`src/rtl/equiv_harness_ctrl_if.sv`:
```
// Bundle of the run-control, stimulus and compare signals between the
// equivalence-harness controller (master) and the driver of the design copies (slave).
interface equiv_harness_ctrl_if #(
    parameter int Y_W    = 421,
    parameter int STIM_W = 63
);
    logic              start;
    logic [15:0]       cycles;
    logic [31:0]       seed;
    logic [STIM_W-1:0] stim;
    logic [Y_W-1:0]    y_a;
    logic [Y_W-1:0]    y_b;
    logic              busy;
    logic              done;
    logic              pass;
    logic [15:0]       mismatch_count;
    logic [15:0]       first_cycle;
    logic [8:0]        first_bit;

    modport master (
        input  start, cycles, seed, y_a, y_b,
        output stim, busy, done, pass, mismatch_count, first_cycle, first_bit
    );

    modport slave (
        output start, cycles, seed, y_a, y_b,
        input  stim, busy, done, pass, mismatch_count, first_cycle, first_bit
    );
endinterface

```
`src/rtl/equiv_harness_ctrl.sv`:
```
// Equivalence-check controller: drives LFSR stimulus to two design copies,
// compares their outputs every RUN/DRAIN cycle and reports the first mismatch.
module equiv_harness_ctrl #(
    parameter int Y_W       = 421,
    parameter int STIM_W    = 63,
    parameter int DRAIN_CYC = 2
) (
    input logic                  clk,
    input logic                  rst,
    equiv_harness_ctrl_if.master bus
);

    localparam logic [1:0]  S_IDLE  = 2'd0;
    localparam logic [1:0]  S_RUN   = 2'd1;
    localparam logic [1:0]  S_DRAIN = 2'd2;
    localparam logic [1:0]  S_DONE  = 2'd3;
    // With no drain cycles configured the run finishes straight after RUN.
    localparam logic [1:0]  S_POST_RUN = (DRAIN_CYC == 0) ? S_DONE : S_DRAIN;
    localparam logic [31:0] LFSR_MASK  = 32'h80200003;

    logic [1:0]        state_q, state_d;
    logic [31:0]       lfsr_q, lfsr_d, lfsr_nxt, seed_fix;
    logic [STIM_W-1:0] stim_q, stim_d;
    logic [15:0]       cycles_q, cycles_d;
    logic [16:0]       idx_q, idx_d;
    logic [15:0]       mc_q, mc_d;
    logic [15:0]       fc_q, fc_d;
    logic [8:0]        fb_q, fb_d;
    logic              pass_q, pass_d;
    logic [Y_W-1:0]    diff;
    logic              compare_en, run_last, drain_last;

    function automatic logic [31:0] lfsr_step(input logic [31:0] l);
        return l[0] ? ((l >> 1) ^ LFSR_MASK) : (l >> 1);
    endfunction

    function automatic logic [STIM_W-1:0] stim_of(input logic [31:0] l);
        logic [62:0] full;
        full = {l[30:0], l};
        return STIM_W'(full);
    endfunction

    function automatic logic [8:0] lowest_bit(input logic [Y_W-1:0] v);
        logic [8:0] b;
        b = '0;
        for (int i = Y_W - 1; i >= 0; i--) begin
            if (v[i]) b = 9'(i);
        end
        return b;
    endfunction

    assign diff       = bus.y_a ^ bus.y_b;
    assign compare_en = (state_q == S_RUN) || (state_q == S_DRAIN);
    assign lfsr_nxt   = lfsr_step(lfsr_q);
    assign seed_fix   = (bus.seed == 32'd0) ? 32'h1 : bus.seed;
    // idx_q counts compare cycles; RUN owns indices 0..cycles-1, DRAIN the rest.
    assign run_last   = (32'(idx_q) + 32'd1) == 32'(cycles_q);
    assign drain_last = (32'(idx_q) + 32'd1) == (32'(cycles_q) + 32'(DRAIN_CYC));

    always_comb begin
        state_d  = state_q;
        lfsr_d   = lfsr_q;
        stim_d   = stim_q;
        cycles_d = cycles_q;
        idx_d    = idx_q;
        mc_d     = mc_q;
        fc_d     = fc_q;
        fb_d     = fb_q;
        pass_d   = pass_q;

        case (state_q)
            S_IDLE: begin
                if (bus.start) begin
                    lfsr_d   = seed_fix;
                    cycles_d = bus.cycles;
                    idx_d    = '0;
                    mc_d     = '0;
                    fc_d     = '0;
                    fb_d     = '0;
                    pass_d   = 1'b0;
                    if (bus.cycles != 16'd0) begin
                        state_d = S_RUN;
                        stim_d  = stim_of(seed_fix);
                    end else begin
                        state_d = S_POST_RUN;
                    end
                end
            end
            S_RUN: begin
                idx_d = idx_q + 17'd1;
                if (run_last) begin
                    state_d = S_POST_RUN;
                end else begin
                    lfsr_d = lfsr_nxt;
                    stim_d = stim_of(lfsr_nxt);
                end
            end
            S_DRAIN: begin
                idx_d = idx_q + 17'd1;
                if (drain_last) state_d = S_DONE;
            end
            S_DONE:  state_d = S_IDLE;
            default: state_d = S_IDLE;
        endcase

        if (compare_en && (diff != '0)) begin
            if (mc_q == 16'd0) begin
                fc_d = idx_q[15:0];
                fb_d = lowest_bit(diff);
            end
            if (mc_q != 16'hFFFF) mc_d = mc_q + 16'd1;
        end

        // Verdict is taken on entry to DONE so it includes the final compare.
        if ((state_d == S_DONE) && (state_q != S_DONE)) pass_d = (mc_d == 16'd0);
    end

    always_ff @(posedge clk) begin
        if (rst) begin
            state_q  <= S_IDLE;
            lfsr_q   <= 32'h1;
            stim_q   <= '0;
            cycles_q <= '0;
            idx_q    <= '0;
            mc_q     <= '0;
            fc_q     <= '0;
            fb_q     <= '0;
            pass_q   <= 1'b0;
        end else begin
            state_q  <= state_d;
            lfsr_q   <= lfsr_d;
            stim_q   <= stim_d;
            cycles_q <= cycles_d;
            idx_q    <= idx_d;
            mc_q     <= mc_d;
            fc_q     <= fc_d;
            fb_q     <= fb_d;
            pass_q   <= pass_d;
        end
    end

    assign bus.stim           = stim_q;
    assign bus.busy           = compare_en;
    assign bus.done           = (state_q == S_DONE);
    assign bus.pass           = pass_q;
    assign bus.mismatch_count = mc_q;
    assign bus.first_cycle    = fc_q;
    assign bus.first_bit      = fb_q;

endmodule

```
`src/flat_wrapper.sv`:
```
// flat-port wrapper written by rule: the top's interface ports become plain ports
module equiv_harness_ctrl_flat 
#(
    parameter int Y_W       = 421,
    parameter int STIM_W    = 63,
    parameter int DRAIN_CYC = 2
)
  (clk, rst, bus_start, bus_cycles, bus_seed, bus_y_a, bus_y_b, bus_stim, bus_busy, bus_done, bus_pass, bus_mismatch_count, bus_first_cycle, bus_first_bit);
  equiv_harness_ctrl_if #(.Y_W(Y_W), .STIM_W(STIM_W)) bus_i ();
  input logic clk;
  input logic rst;
  input wire logic [$bits(bus_i.start)-1:0] bus_start;
  input wire logic [$bits(bus_i.cycles)-1:0] bus_cycles;
  input wire logic [$bits(bus_i.seed)-1:0] bus_seed;
  input wire logic [$bits(bus_i.y_a)-1:0] bus_y_a;
  input wire logic [$bits(bus_i.y_b)-1:0] bus_y_b;
  output wire logic [$bits(bus_i.stim)-1:0] bus_stim;
  output wire logic [$bits(bus_i.busy)-1:0] bus_busy;
  output wire logic [$bits(bus_i.done)-1:0] bus_done;
  output wire logic [$bits(bus_i.pass)-1:0] bus_pass;
  output wire logic [$bits(bus_i.mismatch_count)-1:0] bus_mismatch_count;
  output wire logic [$bits(bus_i.first_cycle)-1:0] bus_first_cycle;
  output wire logic [$bits(bus_i.first_bit)-1:0] bus_first_bit;
  assign bus_i.start = bus_start;
  assign bus_i.cycles = bus_cycles;
  assign bus_i.seed = bus_seed;
  assign bus_i.y_a = bus_y_a;
  assign bus_i.y_b = bus_y_b;
  assign bus_stim = bus_i.stim;
  assign bus_busy = bus_i.busy;
  assign bus_done = bus_i.done;
  assign bus_pass = bus_i.pass;
  assign bus_mismatch_count = bus_i.mismatch_count;
  assign bus_first_cycle = bus_i.first_cycle;
  assign bus_first_bit = bus_i.first_bit;
  equiv_harness_ctrl #(.Y_W(Y_W), .STIM_W(STIM_W), .DRAIN_CYC(DRAIN_CYC)) u_core (.clk(clk), .rst(rst), .bus(bus_i));
endmodule
```
`config.mk`:
```
export PLATFORM = sky130hd
export DESIGN_NAME = equiv_harness_ctrl_flat
export DESIGN_NICKNAME = d
export VERILOG_FILES = /design/src/rtl/equiv_harness_ctrl_if.sv /design/src/rtl/equiv_harness_ctrl.sv /design/src/flat_wrapper.sv
export SDC_FILE = /design/constraint.sdc
export NUM_CORES = 1
export LEC_CHECK = 0
export BUFFER_PORTS_ARGS = -buffer_cell sky130_fd_sc_hd__clkbuf_2
export CELL_PAD_IN_SITES_DETAIL_PLACEMENT = 0
export CELL_PAD_IN_SITES_GLOBAL_PLACEMENT = 1
export CORE_AREA = 3 3 393 395
export CTS_CLUSTER_SIZE = 8
export DETAILED_ROUTE_END_ITERATION = 8
export DIE_AREA = 0 0 396 398
export GPL_TIMING_DRIVEN = 1
export PLACE_DENSITY_LB_ADDON = 0.3
export SLEW_MARGIN = 40
export SYNTH_ARGS = -nofsm -noshare
export SYNTH_HDL_FRONTEND = slang
export SYNTH_SLANG_ARGS = --single-unit
```
`constraint.sdc`:
```
create_clock -name clk -period 3.96 [get_ports clk]
set_clock_uncertainty 0.05 [all_clocks]
set_input_delay 0.792 -clock clk [delete_from_list [all_inputs] [get_ports clk]]
set_output_delay 0.792 -clock clk [all_outputs]
set_load 0.01 [all_outputs]
```
Yosys cells after proc, flatten, opt, wreduce, memory -nomap -nowiden

Index checks and enable logic that the tools add are counted.

Add/sub/neg operators: 4
Equality and inequality tests: 11
Muxes and demuxes: 452
Bitwise logic cells: 2
Reduce and logical (&&, ||, !) cells: 19

Operators by type and width:

| cell                    | number |
|---|---|
| $mux W9                 | 425 |
| $reduce_bool A421 Y1    | 1 |
| $xor A421 B421 Y421     | 1 |
| $mux W63                | 3 |
| $mux W16                | 8 |
| $mux W32                | 4 |
| $pmux W63 S2            | 1 |
| $pmux W32 S2            | 1 |
| $pmux W17 S2            | 1 |
| $eq A32 B16 Y1          | 1 |
| $eq A32 B32 Y1          | 1 |
| $logic_not A16 Y1       | 2 |
| $logic_not A32 Y1       | 1 |
| $add A17 B1 Y18 const B | 1 |
| $add A16 B2 Y17 const B | 1 |
| $add A17 B1 Y17 const B | 1 |
| $mux W17                | 1 |
| $add A16 B1 Y16 const B | 1 |
| $ne A16 B16 Y1 const B  | 1 |
| $reduce_bool A16 Y1     | 1 |
| $mux W2                 | 4 |
| $pmux W2 S4             | 1 |
| $reduce_bool A2 Y1      | 4 |
| $eq A2 B2 Y1 const B    | 3 |
| other kinds (12)        | 19 |

Register bits after elaboration: 172
Input port bits: 893
Output and inout bits: 107
Logic and storage cells: 497

Depth between registers and ports, before layout

Gate-level depths: netlist (run 1).

Depth in word-level cells: 424
Mapped depth: 15
Gate-level depth less buffers: 12

Worst setup path after synthesis (run 1)

OpenSTA, ideal clock, no wires.

Path kind: input port to flip-flop
Start: input port bus_y_b[89]
End: register u_core.pass_q, in the netlist u_core.bus.pass
Setup time: 139 ps
Arrival: 3,478 ps
Data required time: 3,771 ps
Slack: 293 ps
Cell stages on the path: 12
Buffers on the path: 1
Path through: xor2_1 -> or4_4 -> or4_4 -> and4b_1 -> and4bb_4 -> a21boi_2 -> or2_0 -> clkbuf_1 -> a31oi_1 -> nor2_1 -> nand3_1 -> o41ai_2

Cells in the longest elaborated chain, start to end: 6

RTL lines:

| element              | RTL line                  | RTL |
|---|---|---|
| start, declared      | flat_wrapper.sv:16        | `input wire logic [$bits(bus_i.y_b)-1:0] bus_y_b;` |
| $xor A421 B421 Y421  | equiv_harness_ctrl.sv:52  | `assign diff = bus.y_a ^ bus.y_b;` |
| $reduce_bool A421 Y1 | equiv_harness_ctrl.sv:106 | `if (compare_en && (diff != '0)) begin` |
| $logic_and A1 B1 Y1  | equiv_harness_ctrl.sv:106 |  |
| $mux W16             | equiv_harness_ctrl.sv:106 |  |
| $logic_not A16 Y1    | equiv_harness_ctrl.sv:115 | `if ((state_d == S_DONE) && (state_q != S_DONE)) pass_d = (mc_d == 16'd0);` |
| $mux W1              | equiv_harness_ctrl.sv:115 |  |
| end signal, assigned | equiv_harness_ctrl.sv:138 | `pass_q <= pass_d;` |
| end, declared        | equiv_harness_ctrl.sv:29  | `logic pass_q, pass_d;` |

Every way passes these cells.
A chain may end at the register's enable or synchronous reset.

Worst setup path in the final report (run 1)

Start: input port bus_y_a[110]
End: register u_core.pass_q, in the netlist u_core.bus.pass

Cells in the longest elaborated chain, start to end: 6

RTL lines:

| element              | RTL line                  | RTL |
|---|---|---|
| start, declared      | flat_wrapper.sv:15        | `input wire logic [$bits(bus_i.y_a)-1:0] bus_y_a;` |
| $xor A421 B421 Y421  | equiv_harness_ctrl.sv:52  |  |
| $reduce_bool A421 Y1 | equiv_harness_ctrl.sv:106 |  |
| $logic_and A1 B1 Y1  | equiv_harness_ctrl.sv:106 |  |
| $mux W16             | equiv_harness_ctrl.sv:106 |  |
| $logic_not A16 Y1    | equiv_harness_ctrl.sv:115 |  |
| $mux W1              | equiv_harness_ctrl.sv:115 |  |

Every way passes these cells.

==> reports/results.ini, run 1 <==
[sta]
rsz0062_at_grt=false
tns_ns=0
setup_ws_ns=0.1728
hold_viol=0
tightestPinTransition_ns=0.8350
setup_violations=0
slew_headroom=0.4289
fin_crit_sh=0.9564
post-route-min-period_ns=3.787
whs_ns=0.3961
max_freq_ghz=0.2640
drv_slew=0

[floorplan]
die_area_sq_um=157600
pin_count=1000
std_cell_rows=143
die_y_um=398
die_w_um=396
fp.coreArea_sq_um=151500
initial_core_util=0.1131

[power_and_ir_drop]
p_leak_uw=0.01214
ir_drop_v=0.0003767
p_per_area_nw_per_um2=258.6

[setup_path]
cp.required_ns=4.28
worstSetupStartpoint=bus_y_a[110]
criticalPathCategory=in2reg
cp.arrival_ns=4.11
worst_setup_path_end_kind=register
rr_endpoint=u_core.bus.pass
cp_max_fo=10
ff2ff_path_depth=12
endpoint=u_core.bus.pass
critPathLaunchType=input port
rr_startpoint=u_core.idx_q[8]
rrSetupSlack_ns=0.33

[layout]
seqCellArea_sq_um=2823
nNetsFinal=4598
fill_cells=17490
syn2layout_area_growth_pct=66.26
layout_common_cells=clkbuf_2 (998), buf_4 (445), xnor2_1 (280)
layout_commonest_cell=clkbuf_2
drive_above_1_share=0.4175
multiInputGateArea_sq_um=13890
fin_area_sq_um=28500
instances_no_fill=5780

[synth]
synth_cell_types=94
seq_area_frac_synth=0.1646
synthFlopType=dfxtp_1
synth_mux_area_frac=0.02168
synth_fp_nets=3221
yosys.area_share.simple=0.2833
synth_cells=2320
async_reset_ff_frac=0
synth_xor_xnor_area_share=0.2749
yosys.area_share.adder=0.005839
synth_compound_area_frac=0.2139
synth-seq-cells=141
yosysWarnings=0
syn-cell-area_sq_um=17140
avgSynthCellArea_sq_um=7.390
synth_enable_flop_cells=0
synth_top_family_by_area=simple AND/OR/NAND/NOR gates

[detailed_routing]
vias_per_cell=3.976
routed.top_layer=met5
wl_per_cell_um=22.82
ant_nets=0
drt_wl_total_um=131900
wl_met2_um=64250
wl_met1_um=54350
met3_length_um=10360
vias=22980
firstDrtPassIters=7
drt_iter0_markers=1298
drcViolationCount=0

[cts]
clk_pin_slew_ns=0.07
clock-root-buffer=clkbuf_16
cts_buffers=17
cts_setup_buffers=0
clk_latency_ns=0.49
cts_tree=built
ctsHoldBuffers=0
clock_sinks=141
cts_buffer_depth=2
htreeDepth=4
cts_resized=3

[outcome]
status=finished, final reports clean

[placement]
post_dp_cell_area_sq_um=27710
io_buffers=999
place.gp.congestion=0.9219
dpl_worst_slack_ns=-0.7365
dp.cells=5708
dp_hpwl_um=120800

[global_routing]
grt_max_degree=63
grt_use_total=0.1588
grt_overflow=0
grt_antenna_before_repair=98
grt_pass1_wl_um=175600
grt_pass1_vias=22950

[min_path]
worstHoldStart=u_core.bus.first_bit[5]
hp-class=reg2reg

[flow_run]
max_cap_viol_count=0

==> worst min path at each step <==
stage	slack (ns)	cells after the start	endpoint
floorplan	0.40	2	u_core.cycles_q[0]
global placement	0.39	2	u_core.bus.first_bit[5]
detailed placement	0.39	2	u_core.bus.first_bit[5]
CTS	0.40	2	u_core.bus.first_bit[5]
global route	0.43	2	u_core.bus.first_bit[5]
finish	0.40	2	u_core.bus.first_bit[5]
==> power by group <==
| part | internal [uW] | switching [uW] | total [uW] |
|---|---|---|---|
| registers | 1600 | 171 | 1770 |
| logic | 1760 | 2190 | 3960 |
| clock network | 835 | 813 | 1650 |
==> state kept, by name, indices dropped and copies added, names as in the netlist <==
name	count
u_core.cycles_q	16
u_core.state_q	2
u_core.bus.first_cycle	16
u_core.bus.stim	32
u_core.bus.first_bit	9
u_core.bus.pass	1
u_core.idx_q	17
u_core.lfsr_q	32
u_core.bus.mismatch_count	16
==> metal layers <==
| layer | global-route usage | vias up |
|---|---|---|
| met5 | 0 | - |
| met4 | 0.05255 | 38 |
| met3 | 0.05066 | 159 |
| met2 | 0.2683 | 831 |
| met1 | 0.1894 | 10630 |
| li1 | - | 11320 |
==> through the flow <==
stage	util	power [uW]
6_report	0.1881	7370
2_1_floorplan	-	3679
3_3_place_gp	0.1827	5785
3_5_place_dp	0.1829	5777
5_1_grt	0.1879	7905
4_1_cts	0.1868	7503
==> Yosys cell counts, types with 10 or more instances <==
| cell type | instances | share of area |
|---|---|---|
| and2_1 | 13 | 0.0047 |
| a211o_1 | 15 | 0.0077 |
| a31oi_1 | 27 | 0.0099 |
| a211oi_1 | 76 | 0.033 |
| dfxtp_1 | 141 | 0.16 |
| o211ai_1 | 24 | 0.011 |
| and3_1 | 14 | 0.0051 |
| a21o_1 | 15 | 0.0066 |
| xor2_1 | 244 | 0.12 |
| clkbuf_1 | 48 | 0.011 |
| a21boi_0 | 10 | 0.0044 |
| o21ai_0 | 89 | 0.026 |
| nor3_1 | 51 | 0.015 |
| or3_1 | 12 | 0.0044 |
| nor2_1 | 235 | 0.051 |
| o2111ai_1 | 21 | 0.011 |
| inv_1 | 33 | 0.0072 |
| o311ai_0 | 11 | 0.0056 |
| and4_1 | 21 | 0.011 |
| or4_1 | 14 | 0.0061 |
| buf_4 | 31 | 0.014 |
| nor2b_1 | 28 | 0.010 |
| nand4_1 | 70 | 0.026 |
| nand3_1 | 74 | 0.022 |
| xnor2_1 | 283 | 0.14 |
| a2111oi_0 | 23 | 0.012 |
| nor4b_1 | 11 | 0.0056 |
| nand2_1 | 228 | 0.050 |
| nand2b_1 | 22 | 0.0080 |
| mux2i_1 | 36 | 0.021 |
| a21oi_1 | 136 | 0.040 |
| nor4_1 | 78 | 0.028 |
| o21bai_1 | 11 | 0.0048 |
==> worst max-delay path: stages <==
cell and delay, ns:
clkbuf_2 0.10, xnor2_1 0.24, buf_4 0.17, or4b_1 0.46, or4_4 0.51, and4b_1 0.37
and4bb_4 0.35, a21boi_2 0.18, buf_4 0.19, o21ai_0 0.17, o21a_1 0.14, nand4b_1 0.11
o41ai_2 0.31
==> cell type report <==
type | count | share of cell area
well taps | 2030 | 0.08911
repair buffers | 1449 | 0.2967
clock buffers | 17 | 0.01492
flip-flops and latches | 141 | 0.09903
multi-input cells | 2054 | 0.4872
inverters | 34 | 0.004477
diodes | 40 | 0.003512
clock inverters | 15 | 0.005136
==> cells by family after synthesis <==
| family | after synthesis |
|---|---|
| XOR/XNOR | 533 |
| AO/OA/AOI/OAI | 539 |
| adder cells (fa/ha/maj) | 8 |
| buffers and inverters | 125 |
| AND/OR/NAND/NOR | 937 |
| flip-flops | 141 |
| multiplexers | 37 |
No activity file was read; power rests on OpenSTA's default activity.
==> run 2: changes to the inputs <==
--- a/config.mk
+++ b/config.mk
@@ -5,13 +5,14 @@
 export SDC_FILE = /design/constraint.sdc
 export NUM_CORES = 1
 export LEC_CHECK = 0
+export ABC_AREA = 1
 export BUFFER_PORTS_ARGS = -buffer_cell sky130_fd_sc_hd__clkbuf_2
 export CELL_PAD_IN_SITES_DETAIL_PLACEMENT = 0
 export CELL_PAD_IN_SITES_GLOBAL_PLACEMENT = 1
-export CORE_AREA = 3 3 393 395
+export CORE_AREA = 3 3 386 388
 export CTS_CLUSTER_SIZE = 8
 export DETAILED_ROUTE_END_ITERATION = 8
-export DIE_AREA = 0 0 396 398
+export DIE_AREA = 0 0 389 391
 export GPL_TIMING_DRIVEN = 1
 export PLACE_DENSITY_LB_ADDON = 0.3
 export SLEW_MARGIN = 40
==> run 2 against run 1 <==
The run now ends with negative setup slack left. Sequential power is essentially flat. Utilization grew 3.1 points. Area after synthesis grew 15%. Die area shrank 3.5%. Non-clock buffer count grew 80. Register-to-register slack lost 0.05 ns. Routed wire length shrank 9.1%. Worst hold slack gained 0.0022 ns. Combinational power grew 16%. Design area grew 12%. Cell count grew 3.9%. Largest power group unchanged.
==> reports/results.ini, run 2 <==
[sta]
whs_ns=0.3983  ; +0.002209 ns
drv_slew=0  ; unchanged
fin_crit_sh=5.635  ; +4.679
max_freq_ghz=0.04481  ; -83%
setup_ws_ns=-18.36  ; -18.53 ns
tns_ns=-36.22  ; -36.22 ns
slew_headroom=0.5830  ; +0.1541
post-route-min-period_ns=22.32  ; +18.53 ns
rsz0062_at_grt=true
hold_viol=0  ; unchanged
tightestPinTransition_ns=0.6248  ; -0.2102 ns
setup_violations=6  ; +6

[setup_path]
path_common_cell=nand2_1
cp_max_fo=2  ; -8
cp.arrival_ns=22.58  ; +18.47 ns
cp_num_buf_inv=2  ; -1
worst_setup_path_end_kind=register
ff2ff_path_depth=18  ; +6
critPathLaunchType=input port
path_delay_family=simple AND/OR/NAND/NOR gates
cp.required_ns=4.22  ; -0.06 ns
rr_endpoint=u_core.bus.pass
rr_startpoint=u_core.idx_q[1]
rrSetupSlack_ns=0.28  ; -0.05 ns
cp_slowest_cell=clkbuf_16
cp_slowest_stage_delay_ns=0.12  ; -0.39 ns
criticalPathCategory=in2reg

[min_path]
hp-class=reg2reg
hold_path_depth=2  ; unchanged
whs_endpoint=u_core.lfsr_q[29]
worstHoldStart=u_core.lfsr_q[29]

[detailed_routing]
firstDrtPassIters=5  ; -2
drcViolationCount=0  ; unchanged
ant_nets=0  ; unchanged
drt_iter0_markers=822  ; -37%
vias_per_cell=3.544  ; -11%
drt_wl_total_um=120000  ; -9.1%
vias=21290  ; -7.4%
wl_per_cell_um=19.97  ; -12%

[synth]
yosysWarnings=0  ; unchanged
async_reset_ff_frac=0  ; unchanged
yosys-top-cells-count=nand2_1 (967), nor2_1 (462), xnor2_4 (205), xnor2_1 (156), dfxtp_1 (141)
synth_fp_nets=3498  ; +8.6%
synth_cells=2597  ; +12%
avgSynthCellArea_sq_um=7.601  ; +2.9%
synth-seq-cells=141  ; unchanged
synthMostInstantiatedCell=nand2_1
yosys.area.top_type=xnor2_4
synth_enable_flop_cells=0  ; unchanged
yosysTopAreaCellShare=0.2859  ; +0.1212
yosys-top-cells-area=xnor2_4 (29%), nand2_1 (18%), dfxtp_1 (14%)
synthFlopType=dfxtp_1
syn-cell-area_sq_um=19740  ; +15%
synth_cell_types=43  ; -54%
seq_area_frac_synth=0.1430  ; -0.02165

[cts]
clk_latency_ns=0.44  ; -0.05 ns
htreeDepth=4  ; unchanged
cts_tree=built
cts_buffers=17  ; unchanged
cts_buffer_depth=2  ; unchanged
clock_sinks=141  ; unchanged
ctsHoldBuffers=0  ; unchanged
clock-root-buffer=clkbuf_16
clk_pin_slew_ns=0.07  ; about the same

[flow_run]
max_cap_viol_count=0  ; unchanged

[floorplan]
initial_core_util=0.1354  ; +0.02232
fp.coreArea_sq_um=145700  ; -3.8%
die_w_um=389  ; -1.8%
die_y_um=391  ; -1.8%
pin_count=1000  ; unchanged
die_area_sq_um=152100  ; -3.5%
std_cell_rows=140  ; -2.1%

[layout]
layout_common_cells=clkbuf_2 (987), nand2_1 (941), buf_4 (523)
syn2layout_area_growth_pct=61.67
nNetsFinal=4970  ; +8.1%
fin_util=0.2190  ; +0.03089
layout_commonest_cell=clkbuf_2
drive_above_1_share=0.4691  ; +0.05161
fill_cells=16540  ; -5.4%

[outcome]
violations=negative setup slack
status=finished with violations

[power_and_ir_drop]
ir_drop_v=0.0003166  ; -16%
p_leak_uw=0.01475  ; +21%
report.power.total_uw=8163  ; +11%
p_per_area_nw_per_um2=255.8  ; -1.1%

[global_routing]
grt_overflow=0  ; unchanged
grt_pass1_wl_um=163500  ; -6.9%
grt_pass1_vias=21530  ; -6.2%
grt_use_total=0.1529  ; -0.005874
grt_antenna_before_repair=50  ; -49%
grt_max_degree=44  ; -30%

[placement]
place.gp.congestion=0.9279  ; +0.65%
io_buffers=999  ; unchanged
dp_hpwl_um=112300  ; -7.1%

[run 2: changes by cell type in the layout (fill, tap and decap cells not counted), sizes merged, moves of 74 or more]
cell,previous run,this run
a211oi,76,1
nor2,235,462
xnor2,288,430
buf,451,531
xor2,245,34
nand2,230,968
inv,42,116
[run 2: kinds of logic after synthesis]
family,after synthesis,share of synthesized area
AND/OR/NAND/NOR,1542,0.3041
XOR/XNOR,464,0.4270
AO/OA/AOI/OAI,252,0.07682
buffers and inverters,190,0.04405
flip-flops,141,0.1430
adder cells (fa/ha/maj),8,0.005071
[run 2: power by group]
| group | internal, uW | leakage (uW) | switching, uW | total, uW |
|---|---|---|---|---|
| sequential | 1640 | 0.00116 | 156 | 1800 |
| clock | 1070 | 0.000304 | 717 | 1780 |
| combinational | 2270 | 0.0133 | 2310 | 4580 |
[run 2: layout make-up]
type | instances | area, sq um | share of cell area
Tap cell | 1917 | 2399 | 0.07516
Multi-Input combinational cell | 2266 | 16500 | 0.5170
Antenna cell | 8 | 20.02 | 0.0006273
Clock buffer | 17 | 425.4 | 0.01333
Clock inverter | 15 | 210.2 | 0.006587
Sequential cell | 141 | 2823 | 0.08845
Timing Repair Buffer | 1529 | 9109 | 0.2854
Inverter | 114 | 427.9 | 0.01341
[run 2: worst max path at each step]
| stage | cells past startpoint | slack, ns | to | startpoint |
|---|---|---|---|---|
| floorplan | 423 | -15.59 | u_core.bus.first_bit[0] | bus_y_b[419] |
| global placement | 424 | -19.71 | u_core.bus.first_bit[0] | bus_y_a[419] |
| detailed placement | 424 | -19.33 | u_core.bus.first_bit[0] | bus_y_a[419] |
| CTS | 423 | -18.58 | u_core.bus.first_bit[0] | bus_y_a[419] |
| global route | 424 | -23.07 | u_core.bus.first_bit[0] | bus_y_a[419] |
| finish | 424 | -18.36 | u_core.bus.first_bit[0] | bus_y_a[419] |
[run 2: worst reg2reg max path: stages (launching register included)]
cell and delay, ns:
dfxtp_1 0.41, ha_1 0.22, nand2_1 0.06, nor2_1 0.08, inv_1 0.06, nor2_1 0.20, nand2_1 0.13, nor2_1 0.18
nand3_1 0.15, nor3_2 0.20, nand3_1 0.12, xor2_1 0.36, xnor2_1 0.17, nand3_1 0.11, o41ai_1 0.45, a21oi_1 0.16
nor3_1 0.22, nand3b_1 0.15, a21oi_1 0.06
[run 2: per-layer routing]
layer  GRT usage  up-vias  part of all wire
met5           0        -           0.00075
met4     0.01448       14            0.0096
met3     0.02772      104             0.051
met2      0.2811      705              0.50
met1      0.1909     9344              0.43
li1            -    11120                 -
[run 2: repair_timing]
item                       4_1_cts  5_1_grt
buffers inserted                 2        6
resized for setup               82       26
pin swaps                       30       10
setup endpoints to repair       26       92
[run 2: stage by stage]
step | worst slack (ns) | std cells | area (sq um)
final | -18.36 | 6007 | 31910
after global routing | -23.07 | 5999 | 31890
after CTS | -18.58 | 5993 | 31740
after detailed placement | -19.33 | 5960 | 30740
after global placement | -19.71 | 5960 | 30740
after floorplan | -15.59 | 2597 | 19780
